<file path="config.mk">
export PLATFORM = sky130hd
export DESIGN_NAME = mem_stage
export DESIGN_NICKNAME = d
export VERILOG_FILES = /design/src/rtl/mem_stage.sv
export SDC_FILE = /design/constraint.sdc
export NUM_CORES = 1
export LEC_CHECK = 0
export ABC_AREA = 1
export BUFFER_PORTS_ARGS = -buffer_cell sky130_fd_sc_hd__clkbuf_2
export CAP_MARGIN = 5
export CORE_MARGIN = 2
export CORE_UTILIZATION = 54
export DETAILED_ROUTE_END_ITERATION = 10
export GPL_ROUTABILITY_DRIVEN = 0
export PLACE_DENSITY = 0.94
export SLEW_MARGIN = 40
export SYNTH_ARGS = -nofsm -noshare
export SYNTH_HDL_FRONTEND = slang
export SYNTH_SLANG_ARGS = --single-unit
</file>
<file path="constraint.sdc">
create_clock -name clk -period 4.47 [get_ports clk]
set_clock_uncertainty 0.2 [all_clocks]
set_input_delay 0.6705 -clock clk [delete_from_list [all_inputs] [get_ports clk]]
set_output_delay 0.6705 -clock clk [all_outputs]
set_load 0.01 [all_outputs]
</file>
<file path="src/rtl/mem_stage.sv">
// mem_stage: memory stage of the 16-bit pipelined core.
// Retires non-memory ops in one cycle, and runs LOAD/STORE over a
// request/ready handshake with a timeout abort. The writeback bundle
// is registered and fed back to Decode.
module mem_stage #(
    parameter int unsigned MEM_TIMEOUT = 255,
    parameter logic [3:0]  LOAD_OP     = 4'b1100,
    parameter logic [3:0]  STORE_OP    = 4'b1110
) (
    input  logic        clk,
    input  logic        reset,
    input  logic        ex_valid,
    input  logic [4:0]  ex_control,
    input  logic [15:0] ex_result,
    input  logic [15:0] ex_store_data,
    input  logic [5:0]  ex_dest,
    input  logic        ex_write_enable,
    output logic        stall,
    output logic        mem_req,
    output logic        mem_we,
    output logic [15:0] mem_addr,
    output logic [15:0] mem_wdata,
    input  logic        mem_ready,
    input  logic [15:0] mem_rdata,
    output logic        wb_valid,
    output logic [4:0]  wb_control,
    output logic [5:0]  wb_dest,
    output logic [15:0] wb_data,
    output logic        wb_write_enable,
    output logic        wb_error
);

    localparam logic [0:0] S_IDLE = 1'b0;
    localparam logic [0:0] S_WAIT = 1'b1;

    // Counter value on the last tolerated WAIT edge; the next ready-less
    // edge brings the count to MEM_TIMEOUT and aborts the access.
    localparam logic [7:0] LP_CNT_LAST = 8'(MEM_TIMEOUT - 1);

    logic [0:0]  r_state;
    logic [7:0]  r_cnt;
    logic        r_mem_req;
    logic        r_mem_we;
    logic [15:0] r_mem_addr;
    logic [15:0] r_mem_wdata;
    logic [4:0]  r_cap_control;
    logic [5:0]  r_cap_dest;
    logic        r_cap_we;
    logic        r_wb_valid;
    logic [4:0]  r_wb_control;
    logic [5:0]  r_wb_dest;
    logic [15:0] r_wb_data;
    logic        r_wb_write_enable;
    logic        r_wb_error;

    logic        w_is_load;
    logic        w_is_store;
    logic        w_is_mem;

    // Opcode decode of the instruction currently presented by Execute
    always_comb begin
        w_is_load  = (ex_control[3:0] == LOAD_OP);
        w_is_store = (ex_control[3:0] == STORE_OP);
        w_is_mem   = w_is_load || w_is_store;
    end

    // Stage state machine: accept, memory handshake, timeout and writeback
    always_ff @(posedge clk) begin
        if (reset) begin
            r_state           <= S_IDLE;
            r_cnt             <= '0;
            r_mem_req         <= 1'b0;
            r_mem_we          <= 1'b0;
            r_mem_addr        <= '0;
            r_mem_wdata       <= '0;
            r_cap_control     <= '0;
            r_cap_dest        <= '0;
            r_cap_we          <= 1'b0;
            r_wb_valid        <= 1'b0;
            r_wb_control      <= '0;
            r_wb_dest         <= '0;
            r_wb_data         <= '0;
            r_wb_write_enable <= 1'b0;
            r_wb_error        <= 1'b0;
        end else begin
            r_wb_valid <= 1'b0;
            r_wb_error <= 1'b0;
            case (r_state)
                S_IDLE: begin
                    if (ex_valid) begin
                        if (w_is_mem) begin
                            r_mem_req     <= 1'b1;
                            r_mem_we      <= w_is_store;
                            r_mem_addr    <= ex_result;
                            r_mem_wdata   <= w_is_store ? ex_store_data : '0;
                            r_cap_control <= ex_control;
                            r_cap_dest    <= ex_dest;
                            r_cap_we      <= ex_write_enable;
                            r_cnt         <= '0;
                            r_state       <= S_WAIT;
                        end else begin
                            r_wb_valid        <= 1'b1;
                            r_wb_control      <= ex_control;
                            r_wb_dest         <= ex_dest;
                            r_wb_data         <= ex_result;
                            r_wb_write_enable <= ex_write_enable;
                        end
                    end
                end
                default: begin
                    // Completion is checked first so a ready on the
                    // timeout edge still retires cleanly.
                    if (mem_ready) begin
                        r_mem_req         <= 1'b0;
                        r_state           <= S_IDLE;
                        r_wb_valid        <= 1'b1;
                        r_wb_control      <= r_cap_control;
                        r_wb_dest         <= r_cap_dest;
                        r_wb_data         <= r_mem_we ? r_mem_addr : mem_rdata;
                        r_wb_write_enable <= r_mem_we ? 1'b0 : r_cap_we;
                    end else begin
                        r_cnt <= r_cnt + 8'd1;
                        if (r_cnt == LP_CNT_LAST) begin
                            r_mem_req         <= 1'b0;
                            r_state           <= S_IDLE;
                            r_wb_valid        <= 1'b1;
                            r_wb_error        <= 1'b1;
                            r_wb_control      <= r_cap_control;
                            r_wb_dest         <= r_cap_dest;
                            r_wb_data         <= '0;
                            r_wb_write_enable <= 1'b0;
                        end
                    end
                end
            endcase
        end
    end

    assign stall           = (r_state == S_WAIT);
    assign mem_req         = r_mem_req;
    assign mem_we          = r_mem_we;
    assign mem_addr        = r_mem_addr;
    assign mem_wdata       = r_mem_wdata;
    assign wb_valid        = r_wb_valid;
    assign wb_control      = r_wb_control;
    assign wb_dest         = r_wb_dest;
    assign wb_data         = r_wb_data;
    assign wb_write_enable = r_wb_write_enable;
    assign wb_error        = r_wb_error;

endmodule

</file>
==> metrics.txt <==
status finished clean; Avg Vias per Cell 5.14; Syn Nets 603; TNS Setup 0 ns; Pre-antenna DRT Iters 4; Die Y 87.0 um; maxcap violations 0; Final min period 2.59 ns; row count 30; top_reg_cell synth dfxtp_1; count of hold-fix buffers inserted at cts 0; Seq/Total Area, Yosys a little under half; worst endpoint required time 4.55 ns; register bit count reported by yosys 85; Worst Tran Pin Value roughly 0.76 ns; leakage power around 2.2 nW; Synth Area in Adders 0.672%; DRT iter0 DRCs 208; initial core utilization 55.4%; clk root buf clkbuf_8; clock sinks 85; largest area contributor in the netlist dfxtp_1; Area contributors post-synth dfxtp_1 46%, nor2_1 12%, nand2_1 11%; Cell Chain, Critical Path nor2_1, nand2_2, inv_2, nor2_4, inv_1, o21ai_1; Critical Path AT approximately 2.7 ns; EDFF count, synth 0; mean post-synth cell area 6.93 um^2; worst skew pair latency around 0.35 ns; max-slew violation count 0; multi-input logic area 0.00168 mm^2; IO Pins roughly 130; buffers plus inverters on the worst setup path 2; Routed Antenna Nets 0; Startpoint Class register; Detailed Route WL 9.14 mm; Clock Path Buffers 2; min-delay worst type reg -> reg; nature of the critical path endpoint register; FFs w/ async S/R, synth 0%; Unique masters post-synth 25; core region area 0.00672 mm^2; Max IR drop VDD 0.172 mV; largest net degree at the start of global routing 55; Sequential Area 0.00170 mm^2; Final Cycle Share 58.0%; synth warn 0; Post-Synth XOR/XNOR Area 0%; Max Freq 386 MHz; Reg clk slew, reported paths 0.09 ns; CTS resizes 0; Yosys top cell area share 45.7%; Mapped Area 0.00372 mm^2; first-pass GRT wire length 14.8 mm; Crit path largest cell delay 0.65 ns; CTS H-tree lvls 3; Synth Instances 537; simple-gate share of the synthesized area roughly 28%; layout cells sized above 1 24.9%; initial antenna violation count 0; critical path's top delay family simple AND/OR/NAND/NOR gates; routed vias 3757; cts bufs inserted 9; postcts setup bufs 0; largest family of logic cells by synthesized area simple AND/OR/NAND/NOR gates; dpl cells roughly 720; crit path max fanout 30; vias in the first global route 3473; total power draw about 1.5 mW; Hold Vio Cnt, Final 0; Port Buffers 128; fin cells 731; Max transition margin 49.3%; nets@finish 712; TritonCTS clock tree done; Power Density 335 mW/mm^2; RSZ-0062 raised after global routing no; Die Wd 87.0 um; complex-gate fraction of the synthesized area 16.0%; multiplexer share of the synthesized area 0%; # setup viols final 0; critical path's slowest cell dfxtp_1; DRC 0; Syn-to-layout area delta 20.4%; Filler cells 582; Wirelength per Cell about 12 um; die area 0.00758 mm^2; CP Class reg -> reg; GRT overflow 0; HPWL Detailed 6.47 mm; antenna fix cells 0; gr usage total 24.4%
## worst paths after layout
kind                                                     from                             to  slack [ns]  depth (start not counted)
worst min register to register  r_cap_control[0]$_SDFFE_PP0P_  r_cap_control[0]$_SDFFE_PP0P_        0.26                          2
worst min-delay path            r_cap_control[0]$_SDFFE_PP0P_  r_cap_control[0]$_SDFFE_PP0P_        0.26                          2
worst max-delay path                         stall$_SDFF_PP0_            mem_we$_SDFFE_PP0P_        1.88                          6
worst max register to register               stall$_SDFF_PP0_            mem_we$_SDFFE_PP0P_        1.88                          6
## cells in the final DEF (no fill, tap or decap)
| master | count |
|---|---|
| clkbuf_2 | 128 |
| nor2_1 | 116 |
| nand2_1 | 109 |
| dfxtp_1 | 85 |
| o21ai_0 | 54 |
| inv_1 | 43 |
| a21oi_1 | 24 |
| o21ai_1 | 20 |
| nand3_1 | 19 |
| a21boi_0 | 11 |
| clkbuf_8 | 9 |
| nand2_2 | 5 |
| inv_2 | 5 |
| clkinv_2 | 3 |
| nor3_1 | 3 |
| nor2_2 | 2 |
| nor2_4 | 2 |
| nand2_4 | 2 |
| ha_1 | 2 |
| clkinv_4 | 2 |
| inv_6 | 2 |
| o21a_1 | 1 |
| o32ai_1 | 1 |
| nand3_2 | 1 |
| o31ai_1 | 1 |
| inv_8 | 1 |
## synthesized netlist by cell type, types with 4 or more instances
| master | instances |
|---|---|
| nand2_2 | 4 |
| inv_1 | 43 |
| o21ai_1 | 20 |
| nand2_1 | 110 |
| a21boi_0 | 11 |
| clkbuf_1 | 8 |
| nor2_1 | 116 |
| nand3_1 | 19 |
| inv_2 | 6 |
| o21ai_0 | 54 |
| a21oi_1 | 24 |
| buf_2 | 15 |
| dfxtp_1 | 85 |
## state kept, by name (all words and copies together) (netlist names), 5 cells and up
signal,cells
mem_addr,16
mem_wdata,16
wb_data,16
r_cnt,8
r_cap_dest,6
wb_dest,6
r_cap_control,5
wb_control,5
## worst reg2reg max path: cells and delay by family (launching register included)
family,cells,cell delay (ns)
AND/OR/NAND/NOR,3,1.06
flip-flops,1,0.65
buffers and inverters,2,0.48
AO/OA/AOI/OAI,1,0.13
## layer usage
metal	wire length (um)	track usage [%]	part of all wire (%)
met5	0	0	0
met4	140	8.52	1.5
met3	588	3.60	6.4
met2	4600	45.8	50
met1	3810	27.8	42
## cell families (layout without fill, tap and decap cells)
kind of cell | Yosys count | in the layout
AO/OA/AOI/OAI | 112 | 112
AND/OR/NAND/NOR | 259 | 259
flip-flops | 85 | 85
buffers and inverters | 79 | 193
adder cells (fa/ha/maj) | 2 | 2
## where the power goes
part | total (mW) | internal (mW) | switching (mW)
registers | 0.811 | 0.790 | 0.0209
clock network | 0.498 | 0.210 | 0.289
logic | 0.194 | 0.0783 | 0.116
total | 1.50 | 1.08 | 0.426
## final cells by class
class,instances,share of cell area (%)
clock buffers,9,2.76
clock inverters,7,1.26
inverters,49,4.13
multi-input cells,373,37.4
flip-flops and latches,85,38.0
well taps,80,2.23
repair buffers,128,14.3
## through the flow
stage	area (um^2)	util, %	setup slack, ns	hold slack, ns
after detailed placement	4300	64.0	1.34	0.244
after CTS	4480	66.7	1.48	0.260
after global placement	4300	64.0	1.48	0.226
final	4480	66.7	1.88	0.255
after global routing	4480	66.7	1.64	0.286
after floorplan	3720	-	2.74	0.214
Note: power is estimated with default switching activity, not from simulation.
